**src/rtl/msb_window_controller.sv**
```systemverilog
// Start/abort-controlled MSB statistics run: clear, count zeros/ones over WINDOW valid
// samples, latch results and pulse done. Optional bias verdict under BIAS_CHECK_EN.
module msb_window_controller #(
  parameter int CNT_W  = 17,
  parameter int WINDOW = 100000,
  parameter int THRESH = 1024
) (
  input  logic             clk,
  input  logic             reset,
  input  logic             start,
  input  logic             abort,
  input  logic             sample_valid,
  input  logic             msb,
  output logic             busy,
  output logic             done,
  output logic [CNT_W-1:0] count_zero,
  output logic [CNT_W-1:0] count_one,
  output logic             bias_flag
);

  // state   | meaning
  // S_IDLE  | waiting for start
  // S_CLEAR | one cycle, internal counters cleared
  // S_RUN   | counting valid samples until WINDOW reached
  // S_DONE  | one cycle, done pulse, results already latched
  typedef enum logic [1:0] {S_IDLE, S_CLEAR, S_RUN, S_DONE} state_t;

  localparam int              SCW         = $clog2(WINDOW + 1);
  localparam logic [SCW-1:0]  LAST_SAMPLE = SCW'(WINDOW - 1);

  state_t           state;
  logic [CNT_W-1:0] zero_cnt;
  logic [CNT_W-1:0] one_cnt;
  logic [CNT_W-1:0] zero_nx;
  logic [CNT_W-1:0] one_nx;
  logic [SCW-1:0]   sample_cnt;
  logic             is_one;
  logic             last_sample;
  logic             bias_nx;

  // Next counts include the sample being accepted this cycle, so DONE entry latches finals.
  always_comb begin
    is_one      = (msb == 1'b1);
    zero_nx     = zero_cnt + {{(CNT_W-1){1'b0}}, ~is_one};
    one_nx      = one_cnt + {{(CNT_W-1){1'b0}}, is_one};
    last_sample = (sample_cnt == LAST_SAMPLE);
  end

`ifdef BIAS_CHECK_EN
  localparam logic [31:0] THRESH_U = 32'(THRESH);
  logic signed [CNT_W:0] diff;
  logic        [CNT_W:0] mag;

  always_comb begin
    diff    = $signed({1'b0, one_nx}) - $signed({1'b0, zero_nx});
    mag     = diff[CNT_W] ? $unsigned(-diff) : $unsigned(diff);
    bias_nx = ({{(31-CNT_W){1'b0}}, mag} > THRESH_U);
  end
`else
  logic unused_thresh;
  assign unused_thresh = ^THRESH;
  assign bias_nx       = 1'b0;
`endif

  always_ff @(posedge clk) begin
    if (reset) begin
      state      <= S_IDLE;
      busy       <= 1'b0;
      done       <= 1'b0;
      count_zero <= '0;
      count_one  <= '0;
      bias_flag  <= 1'b0;
      zero_cnt   <= '0;
      one_cnt    <= '0;
      sample_cnt <= '0;
    end else begin
      case (state)
        S_IDLE: begin
          done <= 1'b0;
          if (start) begin
            state <= S_CLEAR;
            busy  <= 1'b1;
          end
        end
        S_CLEAR: begin
          zero_cnt   <= '0;
          one_cnt    <= '0;
          sample_cnt <= '0;
          if (abort) begin
            state <= S_IDLE;
            busy  <= 1'b0;
          end else begin
            state <= S_RUN;
          end
        end
        S_RUN: begin
          // abort wins over a completing sample on the same edge
          if (abort) begin
            state <= S_IDLE;
            busy  <= 1'b0;
          end else if (sample_valid) begin
            zero_cnt   <= zero_nx;
            one_cnt    <= one_nx;
            sample_cnt <= sample_cnt + SCW'(1);
            if (last_sample) begin
              state      <= S_DONE;
              busy       <= 1'b0;
              done       <= 1'b1;
              count_zero <= zero_nx;
              count_one  <= one_nx;
              bias_flag  <= bias_nx;
            end
          end
        end
        S_DONE: begin
          state <= S_IDLE;
          done  <= 1'b0;
        end
        default: begin
          state <= S_IDLE;
          busy  <= 1'b0;
          done  <= 1'b0;
        end
      endcase
    end
  end

endmodule

```
**config.mk**
```make
export PLATFORM = sky130hd
export DESIGN_NAME = msb_window_controller
export DESIGN_NICKNAME = d
export VERILOG_FILES = /design/src/rtl/msb_window_controller.sv
export SDC_FILE = /design/constraint.sdc
export NUM_CORES = 1
export LEC_CHECK = 0
export CORE_MARGIN = 2
export CORE_UTILIZATION = 35
export DETAILED_ROUTE_END_ITERATION = 6
export DONT_BUFFER_PORTS = 1
export PLACE_DENSITY = 0.58
export SYNTH_ARGS = -nofsm -noshare
export SYNTH_HDL_FRONTEND = slang
export SYNTH_SLANG_ARGS = --single-unit
```
**constraint.sdc**
```tcl
create_clock -name clk -period 2.66 [get_ports clk]
set_input_delay 0.798 -clock clk [delete_from_list [all_inputs] [get_ports clk]]
set_output_delay 0.798 -clock clk [all_outputs]
set_load 0.1 [all_outputs]
```
-- Word-level counts from Yosys, hierarchy flattened
Index checks and enable logic that the tools add are counted.
W data, S select, Z words.
- output and inout port bits: 37
- input port bits: 6
- bits in registers: 89
- logic and storage cells: 59
- bitwise gates (word level): 2
- add/sub/neg operators: 3
- reductions and logical operators: 10
- equality and inequality tests: 11
- mux-type cells: 25
- operators by type and width (kind ; number):
    $mux W17 ; 6
    $pmux W17 S2 ; 3
    $add A17 B1 Y17 ; 2
    $add A17 B1 Y17 const B ; 1
    $eq A17 B17 Y1 const B ; 1
    $mux W2 ; 5
    $ne A2 B2 Y1 const B ; 5
    $mux W1 ; 8
    $pmux W2 S4 ; 1
    $reduce_and A4 Y1 ; 2
    $ne A3 B3 Y1 const B ; 2
    $reduce_and A3 Y1 ; 2
    $reduce_and A5 Y1 ; 1
    $eq A2 B2 Y1 const B ; 2
    $reduce_bool A2 Y1 ; 2
    $pmux W1 S3 ; 1
    $reduce_bool A3 Y1 ; 1
    $eq A2 B1 Y1 const B ; 1
    $logic_not A2 Y1 ; 1
    $not A1 Y1 ; 2
    $pmux W1 S2 ; 1
    $reduce_or A2 Y1 ; 1

-- Longest topological paths before layout
- word-level depth: 5
- depth in mapped cells: 9
- gate-level depth less buffers: 8

-- Worst setup path before layout
No wires, ideal clock.
- kind: input to register
- from: input port msb
- to: register zero_cnt[16]
- buffers on the path: 0
- arrival time: 2154 ps
- required time: 2569 ps
- slack: 415 ps
- stages on the path: 8
- setup time: 91 ps
- path through: inv_1 ha_1 ha_1 inv_1 nor2_2 nand4_1 o21ba_2 a311oi_1
- cells in the longest elaborated chain, start to end: 5
- RTL lines (item ; RTL line ; RTL):
    from (decl) ; 13 ; input logic msb,
    $not A1 Y1 ; 44 ; zero_nx = zero_cnt + {{(CNT_W-1){1'b0}}, ~is_one};
    $add A17 B1 Y17 ; 44 ;
    $mux W17 ; 101 ; end else if (sample_valid) begin
    $mux W17 ; 98 ; if (abort) begin
    $pmux W17 S2 ; 77 ; case (state)
    to (signal assigned) ; 102 ; zero_cnt <= zero_nx;
    to (decl) ; 32 ; logic [CNT_W-1:0] zero_cnt;
Every way passes these cells. The select of a mux whose other input is x is not followed.
A chain may end at the register's enable or synchronous reset.

-- Worst setup path after layout
- from: register sample_cnt[0]
- to: register count_one[10]
- cells in the longest elaborated chain, start to end: 2
- RTL lines (item ; RTL line ; RTL):
    from (decl) ; 36 ; logic [SCW-1:0] sample_cnt;
    from (signal assigned) ; 104 ; sample_cnt <= sample_cnt + SCW'(1);
    $eq A17 B17 Y1 ; 46 ; last_sample = (sample_cnt == LAST_SAMPLE);
    $reduce_and A4 Y1 (no line) ; - ;
    to (signal assigned) ; 110 ; count_one <= one_nx;
    to (decl) ; 17 ; output logic [CNT_W-1:0] count_one,
Every way passes these cells.

==> out/metrics.csv <==
metric,value,unit
vias in the first global route,3371,
"Max FO, Critical Path",63,
clk sinks,89,
maximum clock frequency,482,MHz
IO Pins,43,
crit path kind,register to register,
"area leader, netlist",dfxtp_1,
Syn Nets,497,
register area share after synthesis,0.413,
Hold/Removal Path Class,register to register,
worst slew pin tran,0.725,ns
final setup vio count,0,
Setup Buffers After CTS,0,
post-synth top area share,0.413,
FF-to-FF path depth,7,
Worst path max stage delay,0.37,ns
clock tree buffer depth,2,
Layout Nets,521,
largest net degree at the start of global routing,78,
total track usage,0.146,
Peak supply drop,261,µV
RSZ-0062 raised after global routing,false,
area taken by multi-input logic gates,2350,µm²
vias,3398,
worst-skew pair later-pin latency,0.34,ns
# resized after CTS,0,
Rows,40,
"EDFF count, synth",0,
setup TNS,0,ns
DR DRC count,0,
DR iter-0 viols,129,
IO Port Bufs,0,
clk_skew,0.00566,ns
initial cell density of the core,0.360,
Non-Filler Instances,657,
critical path's slowest cell,dfxtp_1,
power consumption,2840,µW
first-pass GRT wire length,15.4,mm
Synth Register Bits,89,
"Buf+Inv Stages, Crit Path",1,
antenna cells,0,
Hold Buf Count CTS,0,
"top cells by area, synth","dfxtp_1 (41%), a211oi_2 (7.8%), nor2_1 (7.0%)",
Clock Tree Root,clkbuf_16,
Final HPWL DP,5.92,mm
initial antenna violation count,0,
TritonCTS clock tree,yes,
final period utilization,0.779,
status,finished clean,
ys flop type,dfxtp_1,
Total Wirelength,9.17,mm
critical-path cell list,"ha_1, and4_1, nand4_1, nor4_4, buf_12, mux2i_1, nor2_1",
Syn Inst Count,482,
Final Max Slew Viols,0,
placed cells,642,
WP depth,7,
Routed wire per std cell,14.0,µm
chip width,115,µm
CP required,2.89,ns
post-route ant nets,0,
fillers,1196,
htree depth,3,
Area Growth Syn to Fin,15.7,%
gr ovfl total,0,
drt via density,5.17,
die height,115,µm
core region area,12000,µm²
Slew HR,0.517,
hold path depth,1,
kind of end point of the critical path,register,
ys async rst share,0,
RD Place Congestion,0.810,
Ys Warns,0,
share of cells above drive strength 1,0.182,
CTS Buf Count,9,
min Tclk post-route,2.07,ns
CP startpoint kind,register,
PD cells,568,nW/µm²
family with the most delay on the worst path,simple AND/OR/NAND/NOR gates,
Detailed Routing Iterations Pass 1,4,
Synth Cell Area,4320,µm²
Clock transition at path regs,0.06,ns
Fin. Hold Viols,0,
DIE AREA,13200,µm²
Synth cell types,43,
WP data arrival,2.31,ns
FF+latch area,1780,µm²
Max Cap Violations,0,
P_leak,0.00176,µW
syn avg cell area,8.96,µm²
[final cells by class]
type	instances	share of cell area
Clock buffer	10	0.0478
Clock inverter	5	0.0160
Inverter	8	0.00601
Multi-Input combinational cell	355	0.470
Sequential cell	89	0.356
Tap cell	147	0.0368
Timing Repair Buffer	43	0.0671
[metal layers]
metal	vias to the layer above	global-route usage	wire length, µm
li1	1739	-	-
met1	1592	0.170	4180
met2	52	0.250	4380
met3	15	0.0422	441
met4	0	0.0667	165
met5	-	0	0
[cells in the final DEF, fill, tap and decap left out, types with 8 or more instances in the layout]
cell	Yosys	routed
nor3_1	12	12
a22oi_1	11	11
nand2_1	28	28
o21ai_0	14	14
a21oi_1	21	21
and3_1	9	9
nor2_1	81	81
inv_1	8	8
buf_4	3	42
mux2i_1	8	8
clkbuf_16	0	9
xor2_1	31	31
ha_1	9	9
nand4_1	11	11
dfxtp_1	89	89
a211oi_2	27	27
xnor2_1	14	14
nand3_1	18	18
[cells by family after synthesis]
group | count (synthesis) | share of synthesized area
AO/OA/AOI/OAI | 99 | 0.187
AND/OR/NAND/NOR | 192 | 0.218
buffers and inverters | 38 | 0.0437
other | 1 | 0.000868
flip-flops | 89 | 0.413
XOR/XNOR | 45 | 0.0913
adder cells (fa/ha/maj) | 9 | 0.0261
multiplexers | 9 | 0.0211
[registers in the layout (all words and copies together) (netlist names)]
name,cells
busy,1
state,2
one_cnt,17
count_zero,17
zero_cnt,17
done,1
count_one,17
sample_cnt,17
[Yosys cell counts (all sizes together) (6+ instances only)]
cell    count
nor3       12
a211oi     29
clkbuf     17
nor2       84
nand3      18
ha          9
xnor2      14
a22oi      11
or3         6
a21oi      21
mux2i       8
xor2       31
and3        9
nand4      11
inv         8
a311oi      7
dfxtp      89
o21ai      14
nand2      28
and4        7
a21o        7
buf        13
[power breakdown]
part / switching, µW / total, µW / internal, µW
clock network: 518 / 1360 / 841
logic: 100 / 139 / 39.2
registers: 3.96 / 1340 / 1340
total: 623 / 2840 / 2220
[stage by stage]
stage	utilization	setup WS, ns	instance area, µm²	hold slack [ns]
2_1_floorplan	-	0.415	4320	0.456
3_3_place_gp	0.390	0.364	4680	0.466
3_5_place_dp	0.390	0.318	4680	0.480
4_1_cts	0.416	0.578	5000	0.491
5_1_grt	0.416	0.424	5000	0.504
6_report	0.416	0.587	5000	0.490
[path summary, 6_finish.rpt]
path | start | endpoint | slack [ns]
setup / recovery | sample_cnt[0] | count_one[10] | 0.59
setup reg to reg | sample_cnt[0] | count_one[10] | 0.59
hold / removal | zero_cnt[16] | zero_cnt[16] | 0.49
hold reg to reg | zero_cnt[16] | zero_cnt[16] | 0.49
(Power assumes the default switching activity.)
